**config.mk**
```make
export PLATFORM = sky130hd
export DESIGN_NAME = nonce_result_scanner
export DESIGN_NICKNAME = d
export VERILOG_FILES = /design/src/rtl/nonce_result_scanner.sv
export SDC_FILE = /design/constraint.sdc
export NUM_CORES = 1
export LEC_CHECK = 0
export ABC_AREA = 1
export BUFFER_PORTS_ARGS = -buffer_cell sky130_fd_sc_hd__buf_2
export CAP_MARGIN = 20
export CORE_MARGIN = 2
export CORE_UTILIZATION = 45
export CTS_CLUSTER_DIAMETER = 50
export DETAILED_ROUTE_END_ITERATION = 16
export PLACE_DENSITY_LB_ADDON = 0.2
export RECOVER_POWER = 100
export SYNTH_ARGS = -nofsm -noshare
export SYNTH_HDL_FRONTEND = slang
export SYNTH_SLANG_ARGS = --single-unit
```
**constraint.sdc**
```tcl
create_clock -name clk -period 2.5 [get_ports clk]
set_clock_uncertainty 0.15 [all_clocks]
set_input_delay 0.5 -clock clk [delete_from_list [all_inputs] [get_ports clk]]
set_output_delay 0.5 -clock clk [all_outputs]
set_load 0.02 [all_outputs]
```
**src/rtl/nonce_result_scanner.sv**
```systemverilog
// Scans NUM_NONCES H0 words in memory, tracks the smallest hash and writes a 3-word result record.
// Optional macro SCAN_STOP_ON_FIRST_EN: end the scan at the first sampled word below target.
`timescale 1ns/1ps

module nonce_result_scanner #(
    parameter int unsigned NUM_NONCES = 16
) (
    input  logic        clk,
    input  logic        reset_n,
    input  logic        start,
    input  logic [15:0] input_addr,
    input  logic [15:0] result_addr,
    input  logic [31:0] target,
    output logic        done,
    output logic        mem_clk,
    output logic        mem_we,
    output logic [15:0] mem_addr,
    output logic [31:0] mem_write_data,
    input  logic [31:0] mem_read_data,
    output logic        found,
    output logic [15:0] best_nonce,
    output logic [31:0] best_hash
);

    typedef enum logic [2:0] {
        IDLE,
        RD,
        DRAIN,
        WR0,
        WR1,
        WR2,
        FIN
    } state_t;

    localparam logic [15:0] LAST_IDX = 16'(NUM_NONCES - 1);

    state_t      state;
    state_t      state_next;
    logic [15:0] base_addr;
    logic [15:0] res_addr;
    logic [31:0] target_q;
    logic [15:0] issue_cnt;
    logic [15:0] sample_cnt;
    logic        rd_v1;
    logic        rd_v2;

    logic        sample_en;
    logic        hit;
    logic        better;
    logic        last_issue;
    logic        last_sample;
    logic        stop_early;

    assign mem_clk = clk;

    // rd_v1/rd_v2 follow each issued address through the two-cycle memory read latency.
    always_comb begin
        sample_en   = rd_v2 && ((state == RD) || (state == DRAIN));
        hit         = sample_en && (mem_read_data < target_q);
        better      = sample_en && (mem_read_data < best_hash);
        last_issue  = (issue_cnt == LAST_IDX);
        last_sample = sample_en && (sample_cnt == LAST_IDX);
`ifdef SCAN_STOP_ON_FIRST_EN
        stop_early  = hit;
`else
        stop_early  = 1'b0;
`endif
    end

    // NOTE: every variable gets a default before the case so no latch is inferred.
    always_comb begin
        state_next = state;
        case (state)
            IDLE:    if (start) state_next = RD;
            RD: begin
                if (stop_early)      state_next = WR0;
                else if (last_issue) state_next = DRAIN;
            end
            DRAIN:   if (stop_early || last_sample) state_next = WR0;
            WR0:     state_next = WR1;
            WR1:     state_next = WR2;
            WR2:     state_next = FIN;
            FIN:     state_next = IDLE;
            default: state_next = IDLE;
        endcase
    end

    // NOTE: sequential state uses non-blocking assignments and an asynchronous active-low reset.
    always_ff @(posedge clk or negedge reset_n) begin
        if (!reset_n) state <= IDLE;
        else          state <= state_next;
    end

    always_ff @(posedge clk or negedge reset_n) begin
        if (!reset_n) begin
            done           <= 1'b0;
            mem_we         <= 1'b0;
            mem_addr       <= '0;
            mem_write_data <= '0;
            found          <= 1'b0;
            best_nonce     <= '0;
            best_hash      <= 32'hFFFF_FFFF;
            base_addr      <= '0;
            res_addr       <= '0;
            target_q       <= '0;
            issue_cnt      <= '0;
            sample_cnt     <= '0;
            rd_v1          <= 1'b0;
            rd_v2          <= 1'b0;
        end else begin
            done   <= 1'b0;
            mem_we <= 1'b0;

            if ((state == IDLE) && start) begin
                base_addr  <= input_addr;
                res_addr   <= result_addr;
                target_q   <= target;
                found      <= 1'b0;
                best_hash  <= 32'hFFFF_FFFF;
                best_nonce <= '0;
                issue_cnt  <= '0;
                sample_cnt <= '0;
            end

            if ((state == RD) && !stop_early) begin
                mem_addr  <= base_addr + issue_cnt;
                issue_cnt <= issue_cnt + 16'd1;
                rd_v1     <= 1'b1;
            end else begin
                rd_v1 <= 1'b0;
            end
            // An early stop discards whatever reads are still in flight.
            rd_v2 <= rd_v1 && !stop_early;

            if (sample_en) begin
                sample_cnt <= sample_cnt + 16'd1;
`ifdef SCAN_STOP_ON_FIRST_EN
                if (hit) begin
                    best_hash  <= mem_read_data;
                    best_nonce <= sample_cnt;
                    found      <= 1'b1;
                end else if (better) begin
                    best_hash  <= mem_read_data;
                    best_nonce <= sample_cnt;
                end
`else
                if (better) begin
                    best_hash  <= mem_read_data;
                    best_nonce <= sample_cnt;
                end
                if (hit) found <= 1'b1;
`endif
            end

            case (state)
                WR0: begin
                    mem_we         <= 1'b1;
                    mem_addr       <= res_addr;
                    mem_write_data <= {31'b0, found};
                end
                WR1: begin
                    mem_we         <= 1'b1;
                    mem_addr       <= res_addr + 16'd1;
                    mem_write_data <= {16'b0, best_nonce};
                end
                WR2: begin
                    mem_we         <= 1'b1;
                    mem_addr       <= res_addr + 16'd2;
                    mem_write_data <= best_hash;
                end
                FIN:     done <= 1'b1;
                default: ;
            endcase
        end
    end

endmodule
```
==> results <==
- The flow ran to the end, and the final reports show no timing, DRC or antenna violations.
- On the final layout, the worst hold slack is 5.509 ps.
- The share of the cycle needed by the critical path after routing is 0.9459.
- The number of warning messages in the yosys log is 0.
- After synthesis the cells add up to 11,580 µm².
- For this block, the initial DRC count from the detailed router was 701.
- The share of cells above drive strength 1 is 0.1118.
- The synthesized netlist contains between 40 and 50 unique library cells.
- The first-pass detailed-route iteration total is 7.
- By area the synthesized netlist is led by sky130_fd_sc_hd__dfrtp_1 36%, sky130_fd_sc_hd__nand2_1 17%, sky130_fd_sc_hd__ha_1 8.8%, sky130_fd_sc_hd__dfstp_2 7.3%, sky130_fd_sc_hd__inv_1 6.1%.
- The area growth from synthesis to layout is 20.09%.
- For the worst setup path, the data required time is ~2900 ps.
- In this run the worst path has a maximum fanout of 19.
- Of the total power, the share spent switching nets is 0.4654.
- The normalized max-slew margin is 0.3103.
- The biggest area contributor in the post-synthesis netlist is sky130_fd_sc_hd__dfrtp_1.
- The first global-routing pass estimated 54,120 µm of wire.
- The number of antenna violations at the first check in global routing is 1.
- The buffer count from post-CTS setup fixing is 0.
- At the pin with the least slew margin, the transition time is 1035 ps.
- The clock insertion delay at the later pin of the skew report is approximately 570 ps.
- Setup repair after global routing left no endpoint under its margin.
- The cell count after synthesis came out at roughly 1,500.
- The synthesized netlist net count is 1,714.
- The final antenna diode count is 0.
- STA classifies the critical path startpoint as a flop.
- For this design the total switching power over the nets is 7.567 mW.
- The average wire length per cell after detail routing is about 16 µm.
- The average instance area after synthesis is 7.554 µm².
- Summed over all nets, the half-perimeter wirelength after detailed placement is between 20,000 and 30,000 µm.
- The setup TNS after final layout is 0 ps.
- The final max-slew violation count is 0.
- After detailed routing, the number of remaining DRC violations is 0.
- The width of the die is 164.4 µm.
- The starting density of the core is 0.4585.
- The capturing element type of the critical path is a flop.
- The via count is 10,854.
- Once layout is complete, the utilization of the core stands at 0.5506.
- Entering global routing, the biggest net connects 62 pins.
- The via count of the first global-routing pass came to 10,349.
- The number of core rows is between 50 and 60.
- The part of the total power dissipated in sequential elements is 0.347.
- The reg-to-reg critical path startpoint is best_hash[31].
- TritonCTS built the clock tree.
- The number of top-level pins is 199.
- For this run, the post-layout net count is 1,948.
- The share of synthesized area in the top cell type comes to 0.3630.
- The critical path starts at best_hash[31].
- Power comes to 16.26 mW.
- The async set-reset flop share out of synthesis is 1.000.
- The path class of the lowest-slack min-delay path is input pin to flop.
- The count of buffers from port buffering is 198.
- The die is approximately 160 µm tall.
- The remaining number of nets flagged by the antenna check after routing is 0.
- The largest voltage drop on the vdd net is a little under 600 µV.
- The startpoint of the worst hold path is target[17].
- The synthesized flop and latch total is 200.
- The number of endpoints with negative hold slack in the final report is 0.
- The final setup violation count is 0.
- The core region is 25,250 µm².
- Dividing total power by cell area gives a power density of between 1000 and 1500 nW/µm².
- Among all cell types in the netlist, the one instantiated most often is sky130_fd_sc_hd__nand2_1.
- Clock-pin slew was measured on the worst setup and hold paths at 90 ps.
- Wires add up to 34,120 µm.
- After synthesis, the most frequently instantiated cells are 529 x sky130_fd_sc_hd__nand2_1, 187 x sky130_fd_sc_hd__inv_1, 168 x sky130_fd_sc_hd__dfrtp_1, 112 x sky130_fd_sc_hd__o21ai_0, 105 x sky130_fd_sc_hd__nand3_1.
- The via-per-instance ratio is 5.144.
- The worst path needs 2365 ps of the cycle, external delays included.
- The relative contribution of combinational cells to total power is 0.464.
- Summed over all layers, the global routing overflow is 0.
- The maximum operating frequency is 422.9 MHz.
- The global-route usage over all layers is 0.2591.
- The internal portion of the total power is between 8 and 9 mW.
- The critical path is of the flop to flop type.
- The number of max-capacitance violations reported is 0.
- The worst endpoint data arrival time is 2720 ps.
- The clock share of power is 0.190.
- The most used flip-flop cell after synthesis is sky130_fd_sc_hd__dfrtp_1.
- The sequential-to-total area share from yosys stat is 0.4357.
- The leakage power is 7.291 nW.
- The die covers approximately 27,000 µm².
- The last weighted congestion value of the routability-driven placer is 0.9042.
- In this run, synthesis inferred 0 flip-flops with an integrated enable.
-- worst paths after layout --
| path | end | slack (ps) | depth (start not counted) |
|---|---|---|---|
| max reg2reg | best_hash[24] | 140 | 11 |
| min reg2reg | rd_v2 | 210 | 0 |
| max in group asynchronous | best_nonce[7] | 420 | 3 |
| min | target_q[17] | 6 | 3 |
| min in group asynchronous | res_addr[9] | 340 | 2 |
| max | best_hash[24] | 140 | 11 |
-- per-layer routing --
layer  global-route usage  part of all wire  vias to the layer above
met4               0.1000             0.035                        2
met1               0.3323              0.44                     5067
met3              0.05726             0.053                       66
met2               0.4289              0.48                      286
met5                    0           0.00032                        -
li1                     -                 -                     5433
-- what timing repair did --
action                     CTS  global route
resized for setup            0             4
setup endpoints to repair    0            44
hold buffers                38             1
hold endpoints to repair    88             1
-- cells by family after synthesis --
logic type	Yosys count	synth area share
buf+inv	245	0.08514
xor+xnor	7	0.005295
mux	1	0.0008644
simple gates	775	0.2773
flops	200	0.4357
compound gates	223	0.1065
fa+ha+maj	82	0.08925
-- final cells by class --
cell class / instances / area [µm²]
tap: 330 / 412.9
clock buffer: 21 / 504.2
clock inverter: 15 / 170.2
fill: 2480 / 11350
inverter: 189 / 709.4
sequential: 200 / 5045
timing repair buffer: 267 / 1518
multi-input combinational: 1088 / 5547
-- power by group through the flow --
stage,registers [mW],clock network [mW],logic [mW]
6_report,5.63,3.09,7.54
5_1_grt,5.76,3.29,8.56
4_1_cts,5.62,3.14,7.73
3_5_place_dp,5.67,0.0374,7.65
3_3_place_gp,5.66,0.0374,7.48
2_1_floorplan,6.10,0.0467,4.61
-- flip-flops by register name, summed over array words and instances, names as in the netlist --
signal / flops
target_q: 32
rd_v1: 1
issue_cnt: 16
rd_v2: 1
done: 1
best_nonce: 16
best_hash: 32
mem_addr: 16
base_addr: 16
mem_we: 1
res_addr: 16
state: 3
sample_cnt: 16
mem_write_data: 32
found: 1
-- through the flow --
step                      std cells  worst slack, ps  area (µm²)
after floorplan                1533            197.6       11580
after global placement         2035            174.5       13010
after detailed placement       2035            112.0       13010
after CTS                      2108            157.3       14060
after global routing           2110            15.61       13910
final                          2110            135.3       13910
-- worst max-delay path, stage by stage (launching register included) --
cell and delay (ps):
sky130_fd_sc_hd__dfstp_2 540, sky130_fd_sc_hd__inv_1 60, sky130_fd_sc_hd__ha_1 290, sky130_fd_sc_hd__nand2_1 90
sky130_fd_sc_hd__nor2_2 190, sky130_fd_sc_hd__nand4_1 200, sky130_fd_sc_hd__nor2_1 170, sky130_fd_sc_hd__nand2_1 120
sky130_fd_sc_hd__nand2_2 150, sky130_fd_sc_hd__clkbuf_16 220, sky130_fd_sc_hd__nand2_1 60, sky130_fd_sc_hd__nand2_1 70
-- placed cells by master (no fill, tap or decap), drive strengths merged, types with 3 or more instances in the layout --
| master | netlist | layout |
|---|---|---|
| o21ai | 112 | 112 |
| dlygate4sd3 | 0 | 39 |
| nand3b | 5 | 5 |
| nor2 | 77 | 77 |
| nor3 | 22 | 22 |
| dfstp | 32 | 32 |
| nand3 | 106 | 106 |
| dfrtp | 168 | 168 |
| nand2 | 531 | 531 |
| o211ai | 21 | 21 |
| o21a | 3 | 3 |
| nand4 | 29 | 29 |
| buf | 28 | 116 |
| xor2 | 4 | 4 |
| a31oi | 7 | 7 |
| o22ai | 6 | 6 |
| xnor2 | 3 | 3 |
| a22oi | 5 | 5 |
| clkinv | 0 | 5 |
| ha | 81 | 81 |
| a21oi | 60 | 60 |
| clkbuf | 28 | 133 |
| inv | 189 | 198 |
No activity file was read; power rests on OpenSTA's default activity.
